$ cat src/rtl/mc_pkg.sv
// mc_pkg: shared encodings for the multicycle MIPS controller
package mc_pkg;
    localparam logic [3:0] S_FETCH   = 4'd0;
    localparam logic [3:0] S_DECODE  = 4'd1;
    localparam logic [3:0] S_MEMADR  = 4'd2;
    localparam logic [3:0] S_MEMRD   = 4'd3;
    localparam logic [3:0] S_MEMWB   = 4'd4;
    localparam logic [3:0] S_MEMWR   = 4'd5;
    localparam logic [3:0] S_RTYPEEX = 4'd6;
    localparam logic [3:0] S_RTYPEWB = 4'd7;
    localparam logic [3:0] S_BEQEX   = 4'd8;
    localparam logic [3:0] S_BNEEX   = 4'd9;
    localparam logic [3:0] S_IEX     = 4'd10;
    localparam logic [3:0] S_IWB     = 4'd11;
    localparam logic [3:0] S_JEX     = 4'd12;
    localparam logic [3:0] S_JALEX   = 4'd13;
    localparam logic [3:0] S_TRAP    = 4'd14;

    localparam logic [5:0] OP_RTYPE = 6'b000000;
    localparam logic [5:0] OP_LW    = 6'b100011;
    localparam logic [5:0] OP_SW    = 6'b101011;
    localparam logic [5:0] OP_BEQ   = 6'b000100;
    localparam logic [5:0] OP_BNE   = 6'b000101;
    localparam logic [5:0] OP_ADDI  = 6'b001000;
    localparam logic [5:0] OP_ANDI  = 6'b001100;
    localparam logic [5:0] OP_ORI   = 6'b001101;
    localparam logic [5:0] OP_SLTI  = 6'b001010;
    localparam logic [5:0] OP_J     = 6'b000010;
    localparam logic [5:0] OP_JAL   = 6'b000011;

    localparam logic [5:0] F_ADD = 6'b100000;
    localparam logic [5:0] F_SUB = 6'b100010;
    localparam logic [5:0] F_AND = 6'b100100;
    localparam logic [5:0] F_OR  = 6'b100101;
    localparam logic [5:0] F_SLT = 6'b101010;

    localparam logic [2:0] ALU_ADD = 3'b010;
    localparam logic [2:0] ALU_SUB = 3'b110;
    localparam logic [2:0] ALU_AND = 3'b000;
    localparam logic [2:0] ALU_OR  = 3'b001;
    localparam logic [2:0] ALU_SLT = 3'b111;

    typedef enum logic [2:0] {
        AOP_ADD, AOP_SUB, AOP_FUNCT, AOP_AND, AOP_OR, AOP_SLT
    } aluop_t;
endpackage

$ cat src/rtl/mc_aludec.sv
// mc_aludec: aluop/funct to alucontrol; o_valid flags a supported R-type funct
module mc_aludec
    import mc_pkg::*;
(
    input  aluop_t     i_aluop,
    input  logic [5:0] i_funct,
    output logic [2:0] o_alucontrol,
    output logic       o_valid
);
    logic [2:0] w_fctl;

    always_comb begin
        w_fctl  = ALU_ADD;
        o_valid = 1'b1;
        case (i_funct)
            F_ADD:   w_fctl = ALU_ADD;
            F_SUB:   w_fctl = ALU_SUB;
            F_AND:   w_fctl = ALU_AND;
            F_OR:    w_fctl = ALU_OR;
            F_SLT:   w_fctl = ALU_SLT;
            default: o_valid = 1'b0;
        endcase
        o_alucontrol = ALU_ADD;
        case (i_aluop)
            AOP_SUB:   o_alucontrol = ALU_SUB;
            AOP_FUNCT: o_alucontrol = w_fctl;
            AOP_AND:   o_alucontrol = ALU_AND;
            AOP_OR:    o_alucontrol = ALU_OR;
            AOP_SLT:   o_alucontrol = ALU_SLT;
            default:   o_alucontrol = ALU_ADD;
        endcase
    end
endmodule

$ cat src/rtl/mc_ctrl.sv
// mc_ctrl: multicycle MIPS controller with memready handshake, timeout and trap
// Define MC_CTRL_PERF_EN to add the instret/stallcnt performance counters.
module mc_ctrl
    import mc_pkg::*;
#(
    parameter int MEM_TIMEOUT = 16
`ifdef MC_CTRL_PERF_EN
    ,
    parameter int CNT_W = 32
`endif
) (
    input  logic       clk,
    input  logic       reset,
    input  logic [5:0] op,
    input  logic [5:0] funct,
    input  logic       zero,
    input  logic       memready,
    output logic       memread,
    output logic       memwrite,
    output logic       pcen,
    output logic       irwrite,
    output logic       regwrite,
    output logic       alusrca,
    output logic [1:0] alusrcb,
    output logic       immext,
    output logic       iord,
    output logic [1:0] memtoreg,
    output logic [1:0] regdst,
    output logic [1:0] pcsrc,
    output logic [2:0] alucontrol,
    output logic       illegal,
    output logic       buserr
`ifdef MC_CTRL_PERF_EN
    ,
    output logic [CNT_W-1:0] instret,
    output logic [CNT_W-1:0] stallcnt
`endif
);
    localparam int TW = $clog2(MEM_TIMEOUT + 2);

    logic [3:0]    r_state, w_next;
    logic [TW-1:0] r_cnt;
    logic          r_illegal, r_buserr;
    logic          w_memread, w_memwrite, w_pcwrite, w_irwrite, w_regwrite;
    logic          w_branch, w_bne, w_fvalid, w_wait, w_to;
    aluop_t        w_aluop, w_iaop;

    mc_aludec u_aludec (
        .i_aluop      (w_aluop),
        .i_funct      (funct),
        .o_alucontrol (alucontrol),
        .o_valid      (w_fvalid)
    );

    assign w_wait = (r_state == S_FETCH) || (r_state == S_MEMRD) || (r_state == S_MEMWR);
    // Timeout fires on the MEM_TIMEOUT-th wait cycle; memready in that cycle still wins.
    assign w_to   = (MEM_TIMEOUT != 0) && !memready && (r_cnt == TW'(MEM_TIMEOUT - 1));
    assign w_iaop = (op == OP_ANDI) ? AOP_AND : (op == OP_ORI) ? AOP_OR :
                    (op == OP_SLTI) ? AOP_SLT : AOP_ADD;

    always_comb begin
        w_memread  = 1'b0;
        w_memwrite = 1'b0;
        w_pcwrite  = 1'b0;
        w_irwrite  = 1'b0;
        w_regwrite = 1'b0;
        w_branch   = 1'b0;
        w_bne      = 1'b0;
        alusrca    = 1'b0;
        alusrcb    = 2'b00;
        immext     = 1'b0;
        iord       = 1'b0;
        memtoreg   = 2'b00;
        regdst     = 2'b00;
        pcsrc      = 2'b00;
        w_aluop    = AOP_ADD;
        w_next     = r_state;
        case (r_state)
            S_FETCH: begin
                w_memread = 1'b1;
                alusrcb   = 2'b01;
                w_irwrite = memready;
                w_pcwrite = memready;
                w_next    = memready ? S_DECODE : w_to ? S_TRAP : S_FETCH;
            end
            S_DECODE: begin
                alusrcb = 2'b11;
                case (op)
                    OP_LW, OP_SW:                      w_next = S_MEMADR;
                    OP_RTYPE:                          w_next = w_fvalid ? S_RTYPEEX : S_TRAP;
                    OP_BEQ:                            w_next = S_BEQEX;
                    OP_BNE:                            w_next = S_BNEEX;
                    OP_ADDI, OP_ANDI, OP_ORI, OP_SLTI: w_next = S_IEX;
                    OP_J:                              w_next = S_JEX;
                    OP_JAL:                            w_next = S_JALEX;
                    default:                           w_next = S_TRAP;
                endcase
            end
            S_MEMADR: begin
                alusrca = 1'b1;
                alusrcb = 2'b10;
                w_next  = (op == OP_SW) ? S_MEMWR : S_MEMRD;
            end
            S_MEMRD: begin
                w_memread = 1'b1;
                iord      = 1'b1;
                w_next    = memready ? S_MEMWB : w_to ? S_TRAP : S_MEMRD;
            end
            S_MEMWB: begin
                w_regwrite = 1'b1;
                memtoreg   = 2'b01;
                w_next     = S_FETCH;
            end
            S_MEMWR: begin
                w_memwrite = 1'b1;
                iord       = 1'b1;
                w_next     = memready ? S_FETCH : w_to ? S_TRAP : S_MEMWR;
            end
            S_RTYPEEX: begin
                alusrca = 1'b1;
                w_aluop = AOP_FUNCT;
                w_next  = S_RTYPEWB;
            end
            S_RTYPEWB: begin
                w_regwrite = 1'b1;
                regdst     = 2'b01;
                w_next     = S_FETCH;
            end
            S_BEQEX, S_BNEEX: begin
                alusrca  = 1'b1;
                w_aluop  = AOP_SUB;
                pcsrc    = 2'b01;
                w_branch = 1'b1;
                w_bne    = (r_state == S_BNEEX);
                w_next   = S_FETCH;
            end
            S_IEX, S_IWB: begin
                alusrca    = 1'b1;
                alusrcb    = 2'b10;
                w_aluop    = w_iaop;
                immext     = (op == OP_ANDI) || (op == OP_ORI);
                w_regwrite = (r_state == S_IWB);
                w_next     = (r_state == S_IEX) ? S_IWB : S_FETCH;
            end
            S_JEX, S_JALEX: begin
                pcsrc      = 2'b10;
                w_pcwrite  = 1'b1;
                w_regwrite = (r_state == S_JALEX);
                regdst     = (r_state == S_JALEX) ? 2'b10 : 2'b00;
                memtoreg   = (r_state == S_JALEX) ? 2'b10 : 2'b00;
                w_next     = S_FETCH;
            end
            default: w_next = r_state;
        endcase
    end

    // Strobes are gated by the raw reset so nothing fires while it is held.
    assign memread  = reset & w_memread;
    assign memwrite = reset & w_memwrite;
    assign irwrite  = reset & w_irwrite;
    assign regwrite = reset & w_regwrite;
    assign pcen     = reset & (w_pcwrite | (w_branch & (zero ^ w_bne)));
    assign illegal  = r_illegal;
    assign buserr   = r_buserr;

    always_ff @(posedge clk or negedge reset) begin
        if (!reset) begin
            r_state   <= S_FETCH;
            r_cnt     <= '0;
            r_illegal <= 1'b0;
            r_buserr  <= 1'b0;
        end else begin
            r_state   <= w_next;
            r_cnt     <= (w_next != r_state) ? '0 : (w_wait && !memready) ? r_cnt + 1'b1 : r_cnt;
            r_illegal <= r_illegal | ((r_state == S_DECODE) && (w_next == S_TRAP));
            r_buserr  <= r_buserr | (w_wait && (w_next == S_TRAP));
        end
    end

`ifdef MC_CTRL_PERF_EN
    logic [CNT_W-1:0] r_instret, r_stallcnt;

    always_ff @(posedge clk or negedge reset) begin
        if (!reset) begin
            r_instret  <= '0;
            r_stallcnt <= '0;
        end else begin
            if ((w_next == S_FETCH) && (r_state != S_FETCH))
                r_instret <= r_instret + 1'b1;
            if (w_wait && !memready)
                r_stallcnt <= r_stallcnt + 1'b1;
        end
    end

    assign instret  = r_instret;
    assign stallcnt = r_stallcnt;
`endif
endmodule

$ cat config.mk
export PLATFORM = sky130hd
export DESIGN_NAME = mc_ctrl
export DESIGN_NICKNAME = d
export VERILOG_FILES = /design/src/rtl/mc_pkg.sv /design/src/rtl/mc_aludec.sv /design/src/rtl/mc_ctrl.sv
export SDC_FILE = /design/constraint.sdc
export NUM_CORES = 1
export LEC_CHECK = 0
export ABC_AREA = 1
export BUFFER_PORTS_ARGS = -buffer_cell sky130_fd_sc_hd__buf_2
export CAP_MARGIN = 40
export CORE_AREA = 5 5 52 87
export DETAILED_ROUTE_END_ITERATION = 16
export DIE_AREA = 0 0 57 92
export PLACE_DENSITY_LB_ADDON = 0.12
export REMOVE_ABC_BUFFERS = 1
export SYNTH_ARGS = -nofsm -noshare
export SYNTH_HDL_FRONTEND = slang
export SYNTH_SLANG_ARGS = --single-unit
$ cat constraint.sdc
create_clock -name clk -period 2.7 [get_ports clk]
set_clock_uncertainty 0.15 [all_clocks]
set_input_delay 0.135 -clock clk [delete_from_list [all_inputs] [get_ports clk]]
set_output_delay 0.135 -clock clk [all_outputs]
set_load 0.03 [all_outputs]
# Word-level counts from Yosys, hierarchy flattened
# Cells that the tools add are included.
[op_classes]
n_reduce_logical = 23
order_cmp = 0
bitwise_logic = 10
div = 0
n_addsub = 1
eq_ne = 36
mul = 0
n_mux = 35
n_shift = 0
[op_table]
columns = ["cell", "n"]
rows = [
  ["6-bit equality test (second input constant)", 7],
  ["4-bit two-way mux", 8],
  ["4-bit case mux with 8 select lines", 1],
  ["4-bit equality test (second input constant)", 7],
  ["4-bit case mux with 7 select lines", 1],
  ["6-bit by 4-bit equality test with 1-bit output (second input constant)", 4],
  ["4-bit by 3-bit equality test with 1-bit output (second input constant)", 4],
  ["3-bit case mux with 5 select lines", 1],
  ["2-bit OR reduction", 7],
  ["6-bit by 2-bit equality test with 1-bit output (second input constant)", 2],
  ["6-bit by 3-bit equality test with 1-bit output (second input constant)", 2],
  ["3-bit two-way mux", 4],
  ["2-bit case mux with 2 select lines", 3],
  ["3-bit case mux with 4 select lines", 1],
  ["6-bit OR reduction", 2],
  ["5-bit two-way mux", 2],
  ["1-bit two-way mux", 9],
  ["3-bit case mux with 3 select lines", 1],
  ["4-bit by 2-bit equality test with 1-bit output (second input constant)", 2],
  ["1-bit bitwise AND", 6],
  ["3-bit by 2-bit equality test with 1-bit output (second input constant)", 2],
  ["3-bit equality test (second input constant)", 2],
  ["6-bit logical NOT", 1],
  ["2-bit case mux with 3 select lines", 1],
  ["other kinds (18)", 25],
]
[totals]
in_bits = 16
memories = 0
ram_bits = 0
word_cells = 109
out_inout_bits = 21
latchBits = 0
register_bits = 11
romBits = 0

# Depth between registers and ports, before layout
# Gate-level depths: netlist (run 1).
[logic_depth]
word_depth = 9
depth_mapped = 14
mapped_depth_nobuf = 14

# Hierarchy
# Synthesis (run 1) repeated with hierarchy kept, for this count alone.
[hier_totals]
hier_cells = 210
area_unflattened_um2 = 1285.0
[modules_own_cells]
columns = ["mod", "instances", "cells_each", "area_per_inst_um2"]
rows = [
  ["mc_ctrl", 1, 179, 1116.1],
  ["mc_aludec", 1, 31, 168.9],
]

# Worst setup path after synthesis (run 1)
# OpenSTA, ideal clock, no wires.
[synth_timing]
path_kind = "register -> register"
start = "reg r_cnt[0]"
end = "reg r_cnt[0]"
t_arrival_ns = 1.797
required_time_ns = 2.430
setup_slack_ns = 0.633
path_stages_with_launch = 14
path_cell_list = "dfrtp_1 ha_1 and3_1 ha_1 nand2_2 inv_2 nand3_2 nand3_1 nor3_1 nand2_1 nand2_1 nand2_1 nand3_2 nor2_1"
[synth_between]
elab_chain_cells = 7
word_cells_on_any_way = 14
cone_classes = "add/sub (1); eq/ne (2); mux (9); reduce/logical (2)"
[synth_rtl]
columns = ["element", "line_no", "text"]
rows = [
  ["from (decl)", "mc_ctrl.sv:42", "logic [TW-1:0] r_cnt;"],
  ["from (signal assigned)", "mc_ctrl.sv:174", "r_cnt <= (w_next != r_state) ? '0 : (w_wait && !memready) ? r_cnt + 1'b1 : r_cnt;"],
  ["5-bit by 4-bit equality test with 1-bit output (*)", "mc_ctrl.sv:57", "assign w_to = (MEM_TIMEOUT != 0) && !memready && (r_cnt == TW'(MEM_TIMEOUT - 1));"],
  ["1-bit logical AND (*)", "mc_ctrl.sv:57", ""],
  ["4-bit two-way mux (on tied branches) (2 in series)", "mc_ctrl.sv:107, mc_ctrl.sv:84", ""],
  ["4-bit case mux with 8 select lines (*)", "mc_ctrl.sv:78", "case (r_state)"],
  ["via w_next[2]", "mc_ctrl.sv:41", "logic [3:0] r_state, w_next;"],
  ["4-bit inequality test (*)", "mc_ctrl.sv:174", ""],
  ["5-bit two-way mux / 2-bit nonzero test (equally long branches)", "-", ""],
]
# Mark *: on every way through the listed nets, which the timed path passes. The rest lies on a longest branch. The select of a mux whose other input is x is not followed.
# A chain may end at the register's enable or synchronous reset.

# Worst setup path after layout (run 1)
[layout_timing]
start = "reg r_cnt[0]"
end = "reg r_cnt[1]"
[layout_between]
elab_chain_cells = 7
word_cells_on_any_way = 14
cone_classes = "add/sub (1); eq/ne (2); mux (9); reduce/logical (2)"
[layout_rtl]
columns = ["element", "line_no"]
rows = [
  ["5-bit by 4-bit equality test with 1-bit output (*)", "mc_ctrl.sv:57"],
  ["1-bit logical AND (*)", "mc_ctrl.sv:57"],
  ["4-bit two-way mux (on tied branches) (2 in series)", "mc_ctrl.sv:117, mc_ctrl.sv:84"],
  ["4-bit case mux with 8 select lines (*)", "mc_ctrl.sv:78"],
  ["via w_next[1]", "mc_ctrl.sv:41"],
  ["4-bit inequality test (*)", "mc_ctrl.sv:174"],
  ["5-bit two-way mux / 2-bit nonzero test (equally long branches)", "-"],
]
# Marked as above.

==> flow_summary.yaml, run 1 <==
status:
  run_status: "completed"
synth:
  synthAdderAreaFrac_pct: 2.02
  syn_inst: 204
  synth_sequential_area_ratio_pct: 22.2
  synth_top_family_by_area: "simple AND/OR/NAND/NOR gates"
  synthXorXnorAreaFrac_pct: 2.82
  synth.yosys.warnings: 0
  synth_seq_cells: 11
  syn_avg_cell_area_um2: 6.08
  syn-cell-area_um2: 1240
  synthMuxAreaShare_pct: 0
  post_synth_num_cell_types: 32
  yosys.area_share.simple_pct: 52.2
  synth-compound-area-share_pct: 7.86
sta:
  rsz0062_at_grt: "no"
  timing_max_transition_violations_final: 0
  final_worst_path_period_share_pct: 84.6
  achievable-frequency_ghz: 0.438
  setup_violations: 0
  headroom_to_the_max_slew_limit_pct: 74.8
  worst_slack_ns: 0.416
  finalWorstPathRequiredPeriod_ns: 2.28
  hold_viol_final: 0
  setup_total_negative_slack_ns: 0
  timing_worst_slew_pin_value_ns: 0.378
setup_path:
  critical_path.endpoint: "r_cnt[1]"
  critical_setup_path_class: "flop to flop"
  cp-start-kind: "flop"
  reg2reg_from: "r_cnt[0]"
  worst_setup_path_end_kind: "flop"
  critPathArrivalTime_ns: 2.30
  worst_setup_path_startpoint: "r_cnt[0]"
  timing.critical_path.required_ns: 2.72
  number_of_cells_on_the_worst_reg_to_reg_path: 14
  timing.reg2reg.setup_slack_ns: 0.42
  worstReg2RegEnd: "r_cnt[1]"
  critical_path_peak_fanout: 5
layout:
  layout.cells.most_common: "nand2_1"
  final_layout_size_suffix_gt1_share_pct: 28.6
  synthesis_to_layout_area_growth_pct: 21.1
  final_cells: 287
  num-nets-final: 260
  insertedDiodeCount: 0
  layout.cells.most_common_list: "nand2_1 (45), nor2_1 (36), buf_2 (36), inv_1 (26), nand3_1 (19)"
place:
  dp_worst_setup_slack_ns: 0.432
  place.port_buffers: 36
  routabilityCongestion: 0.829
  detailed_place_hpwl_mm: 2.90
  post-place-cells: 282
floorplan:
  fp.dieW_um: 57
  dieHeight_um: 92
  die_area_um2: 5240
  rows: 29
  core-area_um2: 3700
  initial_core_util_pct: 33.5
  number_of_primary_i_o_pins: 37
clocking:
  cts_buffers: 3
  clock-root-buffer: "clkbuf_8"
  ctsLongestPathBuffers: 2
  worst_skew_pair.late_latency_ns: 0.23
  tritoncts: "yes"
  cts.sinks: 11
  htree_num_levels: 1
  clock_pin_slew_reported_for_the_worst_setup_and_hold_paths_after_clock_tree_synthesis_ns: 0.05
pwr:
  peakVddDrop_mv: 0.251
  power_density_nw_per_um2: 247
  total_leakage_power_nw: 0.843
  swShare_pct: 23.5
  seq_pwr_share_pct: 44.5
  internal-power_mw: 0.284
  p_clk_share_pct: 43.6
  finalPower_mw: 0.372
  switching_power_mw: 0.0873
  power_frac_comb_pct: 11.9
job:
  max_cap_viol_count: 0
routing:
  initialDrtViolationCount: 31
  via_per_inst: 4.82
  detail_route.drc_violations: 0
  antenna_violating_nets_post_route: 0
  detailedRoute.firstPassIterationCount: 4
  routed_wire_per_std_cell_um: 12.0
  wirelength_mm: 3.45
  vias: 1382
grt:
  grt_max_degree: 13
  first_global_vias: 1428
  wire_length_of_the_first_global_routing_pass_mm: 5.92
  residual_overflow_from_global_routing: 0
  antenna_found_initial: 0
  globalRouteTotalUtil_pct: 13.4
min_path:
  min-delay-path-class: "input pin to async pin"
state kept, by name, summed over array words and instances, names as in the netlist:
name     flops
r_state      4
r_cnt        5
buserr       1
illegal      1
cell usage after synthesis (all sizes together):
master | number | area share (%)
nand3b | 1 | 0.61
dfrtp | 11 | 22
o211ai | 1 | 0.61
buf | 4 | 2.5
nand2 | 53 | 18
nor3 | 5 | 2.4
a21oi | 6 | 2.4
a211oi | 1 | 0.61
ha | 2 | 2.0
inv | 32 | 9.7
xor2 | 3 | 2.1
o21ai | 6 | 2.4
o2111ai | 1 | 0.71
nor2 | 46 | 17
and3 | 1 | 0.50
nand3 | 22 | 10
clkinv | 1 | 0.71
a31oi | 1 | 0.50
xnor2 | 1 | 0.71
o21bai | 1 | 0.61
nand4 | 5 | 3.0
how the worst min path moves through the flow:
stage               slack [ns]  depth (start not counted)   from        to
finish                    0.17                          2  reset  r_cnt[1]
global route              0.21                          2  reset  r_cnt[3]
CTS                       0.16                          2  reset  r_cnt[1]
detailed placement       -0.12                          1  reset   illegal
global placement         -0.12                          1  reset   illegal
floorplan                -0.31                          0  reset    buserr
critical path, cell delays in order, from the launching register on:
cell and delay, ns:
dfrtp_1 0.40, ha_1 0.21, and3_1 0.19, ha_1 0.20, nand2_2 0.08, inv_2 0.04
nand3_2 0.05, nand3_1 0.11, nor2_2 0.16, nand3_2 0.13, nand2_2 0.08, nand2_2 0.05
nor2_2 0.11, nand3_2 0.13, nor2_1 0.11
cell families after synthesis:
group | count (synthesis)
compound gates | 17
xor+xnor | 4
fa+ha+maj | 2
buf+inv | 37
flops | 11
simple gates | 133
metal layers:
metal  global-route usage, %  routed length, um  part of all wire, %  vias to the layer above
met5                       0                  0                    0                        -
met4                    2.32                 17                 0.49                        0
met3                    1.26                118                  3.4                        6
met2                    28.1               1990                   58                       31
met1                    13.7               1330                   38                      630
li1                        -                  -                    -                      715
final cells by class:
class                           count  area (um^2)
Clock buffer                        4         45.0
Inverter                           33          129
Fill cell                         434         2200
Sequential cell                    11          275
Timing Repair Buffer               37          190
Tap cell                           46         57.6
Multi-Input combinational cell    156          806
power by group through the flow:
stage | clock, mW | combinational [mW] | sequential, mW
after floorplan | 0 | 0.0181 | 0.168
after global placement | 0 | 0.0433 | 0.168
after global routing | 0.178 | 0.0518 | 0.165
after CTS | 0.169 | 0.0448 | 0.165
after detailed placement | 0 | 0.0436 | 0.168
final | 0.162 | 0.0443 | 0.165
stage by stage:
step                      utilization, %  hold slack, ns  cell area (um^2)
after detailed placement            39.1          -0.119              1450
after floorplan                        -          -0.311              1210
after global placement              39.1          -0.125              1450
final                               40.6           0.167              1500
after CTS                           40.6           0.162              1500
after global routing                40.6           0.207              1500
what timing repair did:
item | in CTS | in global routing
setup endpoints to repair | 0 | 0
gates resized for setup | 0 | 0
hold buffers | 1 | 0
endpoints found under the hold margin | 11 | 0
buffers inserted | 0 | 0
No activity file was read; power rests on OpenSTA's default activity.
==> run 2: changes to the inputs <==
Clock period 2.7 ns to 2 ns, I/O delays scaled along.
==> run 2 against run 1 <==
The run now ends with negative setup slack left. Clock power rose by 38%. Final area up 23%. Sequential power increased by 35%. Die area stayed put. Power grew 37%. Worst setup slack got worse by 0.57 ns. Global-route usage grew 1.8 points. Critical endpoint is now r_cnt[4].
==> flow_summary.yaml, run 2 (synthesis results as in run 1) <==
status:
  run_status: "finished with violations"
  violations_in_the_final_reports: "negative setup slack"
layout:
  final_layout_size_suffix_gt1_share_pct: 45.7
  max_reg_flops: 5
  seq_area_um2: 279
  insertedDiodeCount: 0
  layout.cells.most_common_list: "nand2_1 (39), buf_2 (33), nor2_1 (27), buf_4 (25), inv_1 (24)"
  top_register: "r_cnt"
  synthesis_to_layout_area_growth_pct: 49.3
  num-nets-final: 284
  final_cells: 311
  multiInputGateArea_um2: 957
  layout.cells.most_common: "nand2_1"
  finalInstanceArea_um2: 1850
  layout_top_registers: "r_cnt x5, r_state x4"
  fillcell_total: 417
pwr:
  total_leakage_power_nw: 0.960
  power_density_nw_per_um2: 274
  swShare_pct: 24.2
  peakVddDrop_mv: 0.329
  seq_pwr_share_pct: 43.9
  power_frac_comb_pct: 12.0
  internal-power_mw: 0.385
  p_clk_share_pct: 44.1
  switching_power_mw: 0.123
sta:
  hold_viol_final: 0
  setup_total_negative_slack_ns: -0.816
  timing_worst_slew_pin_value_ns: 0.460
  setup_violations: 7
  headroom_to_the_max_slew_limit_pct: 69.1
  final_worst_path_period_share_pct: 108
  worst_slack_ns: -0.156
  achievable-frequency_ghz: 0.464
  timing_max_transition_violations_final: 0
  rsz0062_at_grt: "yes"
  finalWorstPathRequiredPeriod_ns: 2.16
clocking:
  tritoncts: "yes"
  cts.sinks: 11
  htree_num_levels: 1
  clock_pin_slew_reported_for_the_worst_setup_and_hold_paths_after_clock_tree_synthesis_ns: 0.05
  cts_buffers: 3
  ctsLongestPathBuffers: 2
  worst_skew_pair.late_latency_ns: 0.24
  clock-root-buffer: "clkbuf_8"
setup_path:
  timing.critical_path.cells: "ha_2 -> and3_4 -> ha_4 -> nand2_2 -> inv_2 -> nand3_4 -> nand2_4 -> nor3_4 -> nand2_2 -> nand2_2 -> nand2_2 -> nor2_4 -> nand3_4 -> nor2_2"
  bufs_and_invs_on_worst_path: 1
  critical_setup_path_class: "flop to flop"
  path_depth: 14
  number_of_cells_on_the_worst_reg_to_reg_path: 14
  critical_path.max_stage_delay_ns: 0.39
  cp-start-kind: "flop"
  crit_slowest_cell: "dfrtp_1"
  timing.critical_path.mode_cell: "nand2_2"
  worst_setup_path_end_kind: "flop"
  timing.critical_path.required_ns: 2.02
  cp_top_family: "simple AND/OR/NAND/NOR gates"
  critPathArrivalTime_ns: 2.18
  critical_path_peak_fanout: 5
routing:
  via_per_inst: 4.77
  vias: 1485
  antenna_violating_nets_post_route: 0
  detailedRoute.firstPassIterationCount: 4
  detail_route.drc_violations: 0
  routed_wire_per_std_cell_um: 12.8
  wirelength_mm: 3.98
  initialDrtViolationCount: 36
floorplan:
  number_of_primary_i_o_pins: 37
  rows: 29
  dieHeight_um: 92
  core-area_um2: 3700
  fp.dieW_um: 57
  die_area_um2: 5240
  initial_core_util_pct: 33.5
place:
  place.port_buffers: 36
  post-place-cells: 295
  post_place_instance_area_um2: 1550
  dp_worst_setup_slack_ns: -0.283
  detailed_place_hpwl_mm: 3.17
  routabilityCongestion: 0.831
grt:
  grt_max_degree: 13
  wire_length_of_the_first_global_routing_pass_mm: 6.41
  antenna_found_initial: 0
  residual_overflow_from_global_routing: 0
  first_global_vias: 1459
  globalRouteTotalUtil_pct: 15.2
job:
  max_cap_viol_count: 0
min_path:
  min-delay-path-class: "input pin to async pin"
run 2: cell types whose count changed in the layout (fill, tap and decap cells not counted), sizes merged:
| cell | change |
|---|---|
| buf | +24 |
run 2: path summary, 6_finish.rpt:
check	endpoint	from	slack, ns
worst max-delay path	r_cnt[4]	r_cnt[1]	-0.16
worst min-delay path	r_cnt[0]	reset	0.12
worst max register to register	r_cnt[4]	r_cnt[1]	-0.16
worst min register to register	illegal	illegal	0.31
max in group asynchronous	r_state[0]	reset	1.34
min in group clk	r_cnt[4]	memready	0.24
run 2: final cells by class:
cell class | instances | area share, %
Multi-Input combinational cell | 156 | 51.7
Timing Repair Buffer | 61 | 20.8
Tap cell | 46 | 3.11
Clock buffer | 4 | 2.43
Inverter | 33 | 6.95
Sequential cell | 11 | 15.1
run 2: through the flow:
stage	util (%)	power, mW	hold slack [ns]
final	50.1	0.508	0.122
after global routing	50.1	0.538	0.154
after CTS	45.2	0.514	0.122
after detailed placement	41.8	0.286	-0.158
after global placement	41.8	0.286	-0.159
after floorplan	-	0.251	-0.346
run 2: metal layers:
layer  routed length, um  vias to the layer above  track usage [%]
met5                   0                        -                0
met3                 111                        7             1.40
met2                2360                       24             31.5
li1                    -                      768                -
met4                  63                        0             4.84
met1                1440                      686             14.9
run 2: what timing repair did:
action                     4_1_cts  5_1_grt
setup endpoints to repair       12       14
hold endpoints to repair        11        0
pin swaps                        9       16
setup buffers                    4        7
gates resized for setup         11       39
hold buffers                     1        0
run 2: power by group through the flow:
stage	registers, mW	clock network [mW]	logic (mW)
2_1_floorplan	0.227	0	0.0245
3_3_place_gp	0.227	0	0.0597
3_5_place_dp	0.227	0	0.0597
4_1_cts	0.223	0.230	0.0613
5_1_grt	0.223	0.246	0.0702
6_report	0.223	0.224	0.0610
==> run 3: changes to the inputs <==
Settings changed: CORE_AREA 5 5 52 87 to 5 5 52 89, DIE_AREA 0 0 57 92 to 0 0 57 94, SYNTH_HIERARCHICAL set to 1.
Clock period 2 ns to 1.9 ns, I/O delays scaled along.
==> run 3 against run 2 <==
The run still ends with negative setup slack left. Critical path depth did not move. Critical endpoint is now r_cnt[1]. Die area rose by 2.2%. Count of clock-buffer cells in the layout did not move. Highest routed layer unchanged. Global-route usage rose by 1.4 points.
==> flow_summary.yaml, run 3 <==
setup_path:
  timing.critical_path.required_ns: 1.92
  number_of_cells_on_the_worst_reg_to_reg_path: 14
  critical_path_peak_fanout: 5
  critPathArrivalTime_ns: 2.05
  critical_setup_path_class: "flop to flop"
  worst_setup_path_startpoint: "r_cnt[0]"
  cp-start-kind: "flop"
  reg2reg_from: "r_cnt[0]"
  critical_path.endpoint: "r_cnt[1]"
  timing.reg2reg.setup_slack_ns: -0.14
  worstReg2RegEnd: "r_cnt[1]"
  worst_setup_path_end_kind: "flop"
min_path:
  min-delay-path-class: "input pin to async pin"
grt:
  wire_length_of_the_first_global_routing_pass_mm: 7.12
  antenna_found_initial: 0
  globalRouteTotalUtil_pct: 16.6
  residual_overflow_from_global_routing: 0
  grt_max_degree: 13
  first_global_vias: 1697
sta:
  final_worst_path_period_share_pct: 107
  timing_worst_slew_pin_value_ns: 0.277
  achievable-frequency_ghz: 0.491
  rsz0062_at_grt: "yes"
  hold-worst-slack_ns: 0.118
  headroom_to_the_max_slew_limit_pct: 81.5
  setup_violations: 12
  timing_max_transition_violations_final: 0
  hold_viol_final: 0
  worst_slack_ns: -0.137
  setup_total_negative_slack_ns: -1.15
  finalWorstPathRequiredPeriod_ns: 2.04
synth:
  synthXorXnorAreaFrac_pct: 2.73
  syn_inst: 210
  synth_commonest_cells: "nand2_1 (40), nor2_1 (33), inv_1 (30)"
  synth_top_cells_by_area: "dfrtp_1 (21%), nand2_1 (12%), nor2_1 (9.6%), inv_1 (8.8%), nand3_1 (7.4%)"
  synth_top_family_by_area: "simple AND/OR/NAND/NOR gates"
  synth.yosys.warnings: 6
  syn_avg_cell_area_um2: 6.12
  yosys.area.top_type: "dfrtp_1"
  synthFlopType: "dfrtp_1"
  synth_sequential_area_ratio_pct: 21.4
  synth_seq_cells: 11
  synthMuxAreaShare_pct: 0
  yosysTopAreaCellShare_pct: 21.4
  yosys.area_share.simple_pct: 44.1
  synthAdderAreaFrac_pct: 2.92
  syn-cell-area_um2: 1280
  synth-compound-area-share_pct: 14.0
  post_synth_num_cell_types: 31
  synth_async_reset_ratio_pct: 100
  post-synth-top-count-cell: "nand2_1"
  synth_enable_flop_cells: 0
job:
  max_cap_viol_count: 0
pwr:
  peakVddDrop_mv: 0.564
  power_density_nw_per_um2: 246
  finalPower_mw: 0.543
  total_leakage_power_nw: 1.13
layout:
  final_layout_size_suffix_gt1_share_pct: 53.0
  num-nets-final: 322
  top_register: "r_cnt"
  layout.cells.most_common: "buf_4"
  finalInstanceArea_um2: 2200
  layout.cells.most_common_list: "buf_4 (50), nand2_1 (34), inv_1 (29), buf_2 (28), nor2_1 (26)"
  synthesis_to_layout_area_growth_pct: 71.6
  max_reg_flops: 5
  layout_top_registers: "r_cnt x5, r_state x4"
  insertedDiodeCount: 0
clocking:
  cts.sinks: 11
  worst_skew_pair.late_latency_ns: 0.24
  ctsLongestPathBuffers: 2
  cts_buffers: 3
  clock-root-buffer: "clkbuf_8"
  clock_pin_slew_reported_for_the_worst_setup_and_hold_paths_after_clock_tree_synthesis_ns: 0.05
  htree_num_levels: 1
  tritoncts: "yes"
routing:
  detail_route.drc_violations: 0
  vias: 1628
  routed_wire_per_std_cell_um: 12.7
  antenna_violating_nets_post_route: 0
  detailedRoute.firstPassIterationCount: 4
  initialDrtViolationCount: 43
  via_per_inst: 4.65
  wirelength_mm: 4.46
place:
  dp_worst_setup_slack_ns: -0.303
  place.port_buffers: 36
  detailed_place_hpwl_mm: 3.57
  post_place_instance_area_um2: 1820
  routabilityCongestion: 0.861
floorplan:
  number_of_primary_i_o_pins: 37
  rows: 30
  initial_core_util_pct: 33.6
  die_area_um2: 5360
  dieHeight_um: 94
  fp.dieW_um: 57
  core-area_um2: 3830
status:
  run_status: "finished with violations"
  violations_in_the_final_reports: "negative setup slack"
==> run 3: layout make-up <==
class                           count  area (um^2)
Fill cell                         405         1620
Multi-Input combinational cell    153          991
Timing Repair Buffer               91          666
Sequential cell                    11          277
Inverter                           43          166
Tap cell                           48         60.1
Clock buffer                        4         45.0
==> run 3: kinds of logic (layout without fill, tap and decap cells) <==
kind of cell             after synthesis  after routing
AO/OA/AOI/OAI                         26             26
XOR/XNOR                               4              4
adder cells (fa/ha/maj)                3              3
buffers and inverters                 46            138
flip-flops                            11             11
AND/OR/NAND/NOR                      120            120
==> run 3: how the worst min path moves through the flow <==
| stage | start | endpoint | cells past startpoint |
|---|---|---|---|
| 6_report | reset | buserr | 2 |
| 5_1_grt | reset | r_cnt[0] | 2 |
| 4_1_cts | reset | buserr | 2 |
| 3_5_place_dp | reset | r_cnt[0] | 1 |
| 3_3_place_gp | reset | r_cnt[1] | 1 |
| 2_1_floorplan | reset | buserr | 0 |
==> run 3: power by group <==
part	internal (mW)	switching, mW
sequential	0.235	0
clock	0.147	0.0864
combinational	0.0287	0.0456
==> run 3: worst max-delay path: stages (launching register included) <==
cell	delay [ns]
dfrtp_1	0.38
ha_2	0.19
and3_4	0.15
ha_4	0.15
nand2_2	0.05
inv_2	0.05
nand2_2	0.06
nand2_1	0.06
a21oi_2	0.14
nand2_1	0.07
nand2_1	0.07
o21ai_2	0.05
a21oi_2	0.11
nand3_2	0.15
nor2_1	0.13
==> run 3: routing by layer <==
layer	GRT usage, %	vias up	share of wire (%)
li1	-	850	-
met1	14.4	732	32
met2	35.0	34	61
met3	1.79	12	3.5
met4	8.51	0	3.0
met5	0	-	0
==> run 3: stage by stage <==
stage          instances  utilization [%]
2_1_floorplan        207                -
3_3_place_gp         332             47.5
3_5_place_dp         332             47.5
4_1_cts              343             54.0
5_1_grt              350             57.6
6_report             350             57.6
==> run 3: timing repair <==
item | CTS | global route
pin swaps | 20 | 17
buffers inserted | 6 | 7
hold endpoints to repair | 11 | 0
cloned | 0 | 0
gates resized for setup | 35 | 27
setup endpoints to repair | 15 | 18
hold buffers | 1 | 0
